## src/rtl/sram_image_server.sv

```systemverilog
// sram_image_server: serves whole 512-byte (2^SECTOR_AW) sectors between a host sector buffer
// and a byte-wide SRAM that holds one disk image per virtual drive.
//
// Ports:
//   clk_i, reset_i            sole clock; synchronous active-high reset
//   sd_lba                    sector number of the pending request
//   sd_rd / sd_wr             per-drive level read / write requests
//   sd_ack                    per-drive acknowledge, high for the whole transfer
//   sd_buff_addr/dout/din/wr  host sector buffer port (din valid 1 cycle after addr)
//   sram_addr_o/data_i/data_o/we_o  SRAM port (data_i valid SRAM_LAT cycles after addr)
//   busy_o                    high whenever a transfer is in progress
//   err_o                     one-cycle pulse when the latched LBA is outside the image
module sram_image_server #(
    parameter int unsigned NUM_DRIVES = 2,
    parameter int unsigned SRAM_AW    = 19,
    parameter int unsigned SECTOR_AW  = 9,
    parameter int unsigned SRAM_LAT   = 1
) (
    input  logic                  clk_i,
    input  logic                  reset_i,
    input  logic [31:0]           sd_lba,
    input  logic [NUM_DRIVES-1:0] sd_rd,
    input  logic [NUM_DRIVES-1:0] sd_wr,
    output logic [NUM_DRIVES-1:0] sd_ack,
    output logic [SECTOR_AW-1:0]  sd_buff_addr,
    output logic [7:0]            sd_buff_dout,
    input  logic [7:0]            sd_buff_din,
    output logic                  sd_buff_wr,
    output logic [SRAM_AW-1:0]    sram_addr_o,
    input  logic [7:0]            sram_data_i,
    output logic [7:0]            sram_data_o,
    output logic                  sram_we_o,
    output logic                  busy_o,
    output logic                  err_o
);

    localparam int unsigned DW    = (NUM_DRIVES > 1) ? $clog2(NUM_DRIVES) : 0;
    localparam int unsigned DW_W  = (DW > 0) ? DW : 1;
    localparam int unsigned LBA_W = SRAM_AW - SECTOR_AW - DW;
    localparam logic [SECTOR_AW-1:0] LAST_BYTE = '1;

    typedef enum logic [3:0] {
        StIdle, StStart, StRdAddr, StRdWait, StRdPut, StWrAddr, StWrWait, StWrPut, StDone
    } state_t;

    state_t                state_q, state_d;
    logic [DW_W-1:0]       drive_q, drive_d;
    logic                  is_rd_q, is_rd_d;
    logic [31:0]           lba_q, lba_d;
    logic [SECTOR_AW-1:0]  byte_q, byte_d;
    logic [2:0]            wait_q, wait_d;
    logic [NUM_DRIVES-1:0] ack_q, ack_d;
    logic [7:0]            dout_q, dout_d;
    logic [7:0]            wdata_q, wdata_d;

    logic                  req_any;
    logic                  req_rd;
    logic [DW_W-1:0]       req_sel;
    logic                  range_err;

    // Any LBA bit above the image's sector field means the sector is not in SRAM.
    assign range_err = (lba_q >> LBA_W) != 32'd0;

    // Lowest-numbered requesting drive wins; read beats write on the same drive.
    always_comb begin
        req_any = 1'b0;
        req_rd  = 1'b0;
        req_sel = '0;
        for (int i = int'(NUM_DRIVES) - 1; i >= 0; i--) begin
            if (sd_rd[i] || sd_wr[i]) begin
                req_any = 1'b1;
                req_rd  = sd_rd[i];
                req_sel = DW_W'(i);
            end
        end
    end

    always_comb begin
        state_d = state_q;
        drive_d = drive_q;
        is_rd_d = is_rd_q;
        lba_d   = lba_q;
        byte_d  = byte_q;
        wait_d  = wait_q;
        ack_d   = ack_q;
        dout_d  = dout_q;
        wdata_d = wdata_q;
        unique case (state_q)
            StIdle: begin
                if (req_any) begin
                    state_d = StStart;
                    drive_d = req_sel;
                    is_rd_d = req_rd;
                    lba_d   = sd_lba;
                    byte_d  = '0;
                    for (int i = 0; i < int'(NUM_DRIVES); i++) begin
                        ack_d[i] = (req_sel == DW_W'(i));
                    end
                end
            end
            StStart:  state_d = is_rd_q ? StRdAddr : StWrAddr;
            StRdAddr: begin
                state_d = StRdWait;
                wait_d  = '0;
            end
            StRdWait: begin
                if (wait_q == 3'(SRAM_LAT - 1)) begin
                    state_d = StRdPut;
                    dout_d  = range_err ? 8'h00 : sram_data_i;
                end else begin
                    wait_d = wait_q + 3'd1;
                end
            end
            StWrAddr: state_d = StWrWait;
            StWrWait: begin
                state_d = StWrPut;
                wdata_d = sd_buff_din;
            end
            StRdPut, StWrPut: begin
                if (byte_q == LAST_BYTE) begin
                    state_d = StDone;
                    ack_d   = '0;
                end else begin
                    byte_d  = byte_q + 1'b1;
                    state_d = is_rd_q ? StRdAddr : StWrAddr;
                end
            end
            StDone: begin
                state_d = StIdle;
                ack_d   = '0;
            end
            default: state_d = StIdle;
        endcase
    end

    always_ff @(posedge clk_i) begin
        if (reset_i) begin
            state_q <= StIdle;
            drive_q <= '0;
            is_rd_q <= 1'b0;
            lba_q   <= '0;
            byte_q  <= '0;
            wait_q  <= '0;
            ack_q   <= '0;
            dout_q  <= '0;
            wdata_q <= '0;
        end else begin
            state_q <= state_d;
            drive_q <= drive_d;
            is_rd_q <= is_rd_d;
            lba_q   <= lba_d;
            byte_q  <= byte_d;
            wait_q  <= wait_d;
            ack_q   <= ack_d;
            dout_q  <= dout_d;
            wdata_q <= wdata_d;
        end
    end

    // Address is built only from registers, so it is stable from ADDR through PUT.
    if (DW > 0) begin : g_drv_addr
        assign sram_addr_o = {drive_q[DW-1:0], lba_q[LBA_W-1:0], byte_q};
    end else begin : g_one_drive_addr
        assign sram_addr_o = {lba_q[LBA_W-1:0], byte_q};
    end

    assign sd_ack       = ack_q;
    assign sd_buff_addr = byte_q;
    assign sd_buff_dout = dout_q;
    assign sd_buff_wr   = (state_q == StRdPut);
    assign sram_data_o  = wdata_q;
    assign sram_we_o    = (state_q == StWrPut) && !range_err;
    assign busy_o       = (state_q != StIdle);
    assign err_o        = (state_q == StStart) && range_err;

endmodule
```

## config.mk

```make
export PLATFORM = sky130hd
export DESIGN_NAME = sram_image_server
export DESIGN_NICKNAME = d
export VERILOG_FILES = /design/src/rtl/sram_image_server.sv
export SDC_FILE = /design/constraint.sdc
export NUM_CORES = 1
export LEC_CHECK = 0
export BUFFER_PORTS_ARGS = -buffer_cell sky130_fd_sc_hd__buf_2
export CORE_ASPECT_RATIO = 0.75
export CORE_MARGIN = 4
export CORE_UTILIZATION = 54
export CTS_CLUSTER_SIZE = 24
export DETAILED_ROUTE_END_ITERATION = 12
export PLACE_DENSITY = 0.85
export REMOVE_ABC_BUFFERS = 1
export SYNTH_ARGS = -nofsm -noshare
export SYNTH_HDL_FRONTEND = slang
export SYNTH_SLANG_ARGS = --single-unit
export TNS_END_PERCENT = 10
```

## constraint.sdc

```tcl
create_clock -name clk_i -period 3.7 [get_ports clk_i]
set_input_delay 0.925 -clock clk_i [delete_from_list [all_inputs] [get_ports clk_i]]
set_output_delay 0.925 -clock clk_i [all_outputs]
set_load 0.005 [all_outputs]
```

-- Word-level counts from Yosys, hierarchy flattened
Index checks and enable logic that the tools add are counted.
- muxes and demuxes: 19
- reductions and logical operators: 19
- bitwise logic cells: 1
- equality and inequality tests: 14
- add/sub/neg operators: 2
- operators by type and width (operator ; count):
    $reduce_bool A32 Y1 ; 1
    $pmux W4 S7 ; 1
    $mux W9 ; 2
    $pmux W9 S2 ; 1
    $eq A4 B3 Y1 const B ; 4
    $mux W4 ; 3
    $ne A2 B2 Y1 const B ; 5
    $add A9 B1 Y9 const B ; 1
    $eq A9 B9 Y1 const B ; 1
    $eq A4 B2 Y1 const B ; 2
    $mux W8 ; 1
    $reduce_and A2 Y1 ; 4
    $mux W3 ; 2
    $pmux W2 S3 ; 1
    $pmux W3 S2 ; 1
    $reduce_and A3 Y1 ; 2
    $mux W1 ; 5
    $eq A4 B1 Y1 const B ; 1
    $eq A4 B4 Y1 const B ; 1
    $logic_not A4 Y1 ; 1
    $mux W2 ; 2
    $reduce_bool A2 Y1 ; 2
    $reduce_bool A4 Y1 ; 1
    $add A3 B1 Y3 const B ; 1
    other kinds (7) ; 9
- logic and storage cells: 64
- register bits after elaboration: 68
- input port bits: 54
- output and inout port bits: 50

-- Longest topological paths before layout
- depth after elaboration: 6
- gate-level depth with buffers: 7

-- Least setup slack after synthesis
No wires, ideal clock.
- path kind: reg2out
- start point: reg lba_q[26]
- end point: out sram_we_o
- slack: 1.403 ns
- stages on the path, launching flop included: 5
- arrival: 1.372 ns
- cells stage by stage: dfxtp_1 or4_1 nor2_1 nand2_1 nor2_1
- longest elaborated chain between the ends: 3
- ends and longest elaborated chain (item ; RTL line ; text):
    from (decl) ; 49 ; logic [31:0] lba_q, lba_d;
    from (signal assigned) ; 151 ; lba_q <= lba_d;
    $reduce_bool A32 Y1 ; 62 ; assign range_err = (lba_q >> LBA_W) != 32'd0;
    $logic_not A1 Y1 ; 172 ; assign sram_we_o = (state_q == StWrPut) && !range_err;
    $logic_and A1 B1 Y1 ; 172 ;
    to (decl) ; 32 ; output logic sram_we_o,
Every way passes these cells.

-- Final worst setup path
- start point: reg state_q[0]
- end point: out err_o
- longest elaborated chain between the ends: 2
- ends and longest elaborated chain (item ; RTL line ; text):
    from (decl) ; 46 ; state_t state_q, state_d;
    from (signal assigned) ; 138 ; state_q <= StIdle;
    from (signal assigned) ; 148 ; state_q <= state_d;
    $eq A4 B1 Y1 ; 174 ; assign err_o = (state_q == StStart) && range_err;
    $logic_and A1 B1 Y1 ; 174 ;
    to (decl) ; 34 ; output logic err_o
Every way passes these cells.

==> metrics.md <==
| Metric | Value |
|---|---|
| Type of the worst min-delay path | `reg2reg` |
| CTS tree | `built` |
| Vertical extent of the die | `72.9 um` |
| Number of distinct standard cells referenced by the synthesized netlist | `43` |
| Number of DRC violations after detailed routing | `0` |
| Setup-violating endpoint count in the final report | `0` |
| Number of placement rows | `23` |
| Proportion of register bits with asynchronous set or reset after synthesis | `0%` |
| Master cell of the clock root buffer | `sky130_fd_sc_hd__clkbuf_8` |
| Worst-path fanout max | `16` |
| Pin count of the biggest net entering global routing | `44` |
| Share of layout cells above drive strength 1 | `29.3%` |
| Worst Path Arrival | `1880 ps` |
| Via count of the first global-routing pass | `2720` |
| List of cells traversed by the critical path | `nand2b_1 > a2111oi_0 > buf_2` |
| Crit path required time | `2770 ps` |
| Final routed wire length divided by cell count | `13.5 um` |
| Number of violations of the max-capacitance limit | `0` |
| Buffer count from post-CTS setup fixing | `0` |
| Synthesized area per cell | `8.26 um^2` |
| Most common library cell in the layout ignoring fill and taps | `sky130_fd_sc_hd__buf_2` |
| Hold buffer count at CTS | `0` |
| Post-layout min period | `2810 ps` |
| Final design instance area without fill | `3680 um^2` |
| Cell type with the largest total area after synthesis | `sky130_fd_sc_hd__dfxtp_1` |
| Number of buffers on the longest clock path | `2` |
| Number of instances in the placed design | `511` |
| First-pass detailed-route iteration total | `4` |
| Post-synthesis instance area | `3030 um^2` |
| Antenna violations before repair | `0` |
| Relative area change from synthesis to final layout | `21.3%` |
| Worst Setup Start Kind | `flip-flop` |
| Headroom to the max-slew limit | `41.5%` |
| Total power divided by cell area | `611 nW/um^2` |
| Placed Instance Area | `3440 um^2` |
| Cts bufs inserted | `9` |
| Peak Freq | `0.356 GHz` |
| Top area cells in the synthesized netlist | `sky130_fd_sc_hd__dfxtp_1 (45%), sky130_fd_sc_hd__nand2_1 (11%), sky130_fd_sc_hd__a21oi_1 (8.4%)` |
| Number of H-tree branching levels | `3` |
| Core region area | `5380 um^2` |
| Number of synthesized flops with an enable pin | `0` |
| Global router's overall resource usage | `22.1%` |
| Worst-path cell with the longest stage delay | `sky130_fd_sc_hd__dfxtp_1` |
| Unrepaired setup endpoints after global routing | `no` |
| Least-Margin Pin Slew | `873 ps` |
| Wire length of the first global-routing pass | `11900 um` |
| Total Nets Final | `505` |
| Total inserted antenna cells | `0` |
| Total wire length after detailed routing | `7110 um` |
| Clock latency on the worst-skew pair | `350 ps` |
| Antenna violation net count after detailed routing | `0` |
| Vias | `2802` |
| Worst Setup Slack post-DPL | `1090 ps` |
| Placer Congestion | `0.852` |
| Classification of the worst setup path | `reg2out` |
| Synth warnings | `0` |
| Starting density of the core | `56.3%` |
| Die W | `94.5 um` |
| Period utilization | `75.9%` |
| Gate Count Post-Synth | `367` |
| Clock transition at the registers of the reported paths | `70 ps` |
| Layout Cells excl Fill | `526` |
| Number of vias per cell | `5.33` |
| Slew Viols, Final | `0` |
| Leak Pwr | `0.00159 uW` |
| Input/output buffers | `103` |
| Clock sink count | `68` |
| Commonest cells after routing, fill and taps aside | `sky130_fd_sc_hd__buf_2 (103), sky130_fd_sc_hd__nand2_1 (91), sky130_fd_sc_hd__dfxtp_1 (68)` |
| Maximum single-stage delay on the critical path | `740 ps` |
| Max IR drop VDD | `0.310 mV` |
| Most used flip-flop cell after synthesis | `sky130_fd_sc_hd__dfxtp_1` |
| Run status | `finished clean` |
| Iteration-0 DRC Markers | `106` |
| Count of pins on the block boundary | `104` |
| HPWL reported at the end of detailed placement | `5050 um` |
| Floorplan die area | `6890 um^2` |
| Post-cts sizing count | `0` |
| Final hold violation count | `0` |
| Proportion of synthesized chip area in sequential cells | `44.9%` |
| Final worst-path setup slack | `890 ps` |
| Crit end category | `output port` |
| Overflow after GRT | `0` |
| Post-route clock skew | `9.71 ps` |
| Total Negative Setup Slacks | `0 ps` |
| Post-synthesis register bit count | `68` |
| Area share of the largest cell type after synthesis | `44.9%` |
==> critical path: cells and delay by family, from the launching register on <==
family / cells / cell delay (ps)
simple gates: 1 / 200
compound gates: 1 / 410
flops: 1 / 740
buf+inv: 1 / 190
==> through the flow <==
stage / utilization, % / hold slack (ps) / total power, uW
5_1_grt: 68.3 / 467 / 2390
3_5_place_dp: 63.9 / 441 / 1540
4_1_cts: 68.3 / 455 / 2260
6_report: 68.3 / 451 / 2250
2_1_floorplan: - / 425 / 1310
3_3_place_gp: 63.9 / 436 / 1520
==> logic make-up (layout without fill, tap and decap cells) <==
| group | Yosys count | in the layout | synth area share, % |
|---|---|---|---|
| XOR/XNOR | 7 | 7 | 2.27 |
| AO/OA/AOI/OAI | 69 | 69 | 12.9 |
| flip-flops | 68 | 68 | 44.9 |
| multiplexers | 10 | 10 | 3.30 |
| adder cells (fa/ha/maj) | 4 | 4 | 1.65 |
| buffers and inverters | 46 | 130 | 8.67 |
| AND/OR/NAND/NOR | 163 | 163 | 26.3 |
==> state kept, by name, indices dropped and copies added (netlist names), 2 cells and up <==
name,flops
sd_ack,2
state_q,4
sd_buff_addr,9
wait_q,3
sd_buff_dout,8
lba_q,32
sram_data_o,8
==> cells in the mapped netlist (2+ instances only) <==
master / count
sky130_fd_sc_hd__or4_1: 4
sky130_fd_sc_hd__dfxtp_1: 68
sky130_fd_sc_hd__nand3_1: 7
sky130_fd_sc_hd__nor2_1: 19
sky130_fd_sc_hd__xor2_1: 4
sky130_fd_sc_hd__o221a_2: 2
sky130_fd_sc_hd__and2_1: 2
sky130_fd_sc_hd__inv_1: 8
sky130_fd_sc_hd__nor3_1: 5
sky130_fd_sc_hd__nor4_1: 4
sky130_fd_sc_hd__buf_2: 9
sky130_fd_sc_hd__nand4b_1: 2
sky130_fd_sc_hd__ha_1: 4
sky130_fd_sc_hd__clkbuf_1: 8
sky130_fd_sc_hd__nand2b_1: 4
sky130_fd_sc_hd__nand4_1: 10
sky130_fd_sc_hd__o21ai_0: 5
sky130_fd_sc_hd__and4_1: 3
sky130_fd_sc_hd__a21oi_1: 51
sky130_fd_sc_hd__xnor2_1: 2
sky130_fd_sc_hd__buf_4: 21
sky130_fd_sc_hd__nor4_4: 2
sky130_fd_sc_hd__or3_1: 3
sky130_fd_sc_hd__nand2_1: 91
sky130_fd_sc_hd__o22ai_1: 2
sky130_fd_sc_hd__mux2i_1: 10
==> path summary, 6_finish.rpt <==
path	startpoint	end	slack (ps)	cells past startpoint
max	state_q[0]	err_o	890	3
min	lba_q[2]	lba_q[2]	450	2
max reg2reg	sd_buff_addr[0]	sd_buff_addr[5]	1370	7
min reg2reg	lba_q[2]	lba_q[2]	450	2
==> power breakdown <==
| group | internal (uW) | total, uW | switching (uW) |
|---|---|---|---|
| clock network | 445 | 723 | 278 |
| registers | 832 | 928 | 96.7 |
| logic | 239 | 595 | 355 |
==> metal layers <==
layer  GRT usage, %  wire length [um]  up-vias
li1               -                 -     1401
met1           26.0              3000     1303
met2           37.3              3410       77
met3           7.63               496       21
met4           8.80               199        0
met5              0                 0        -
==> area by class of cell <==
class / instances / area (um^2)
clock buffer: 9 / 124
multi-input combinational: 253 / 1410
inverter: 8 / 30.0
timing repair buffer: 107 / 546
fill: 450 / 1710
clock inverter: 6 / 114
tap: 75 / 93.8
sequential: 68 / 1360
No activity file was read; power rests on OpenSTA's default activity.
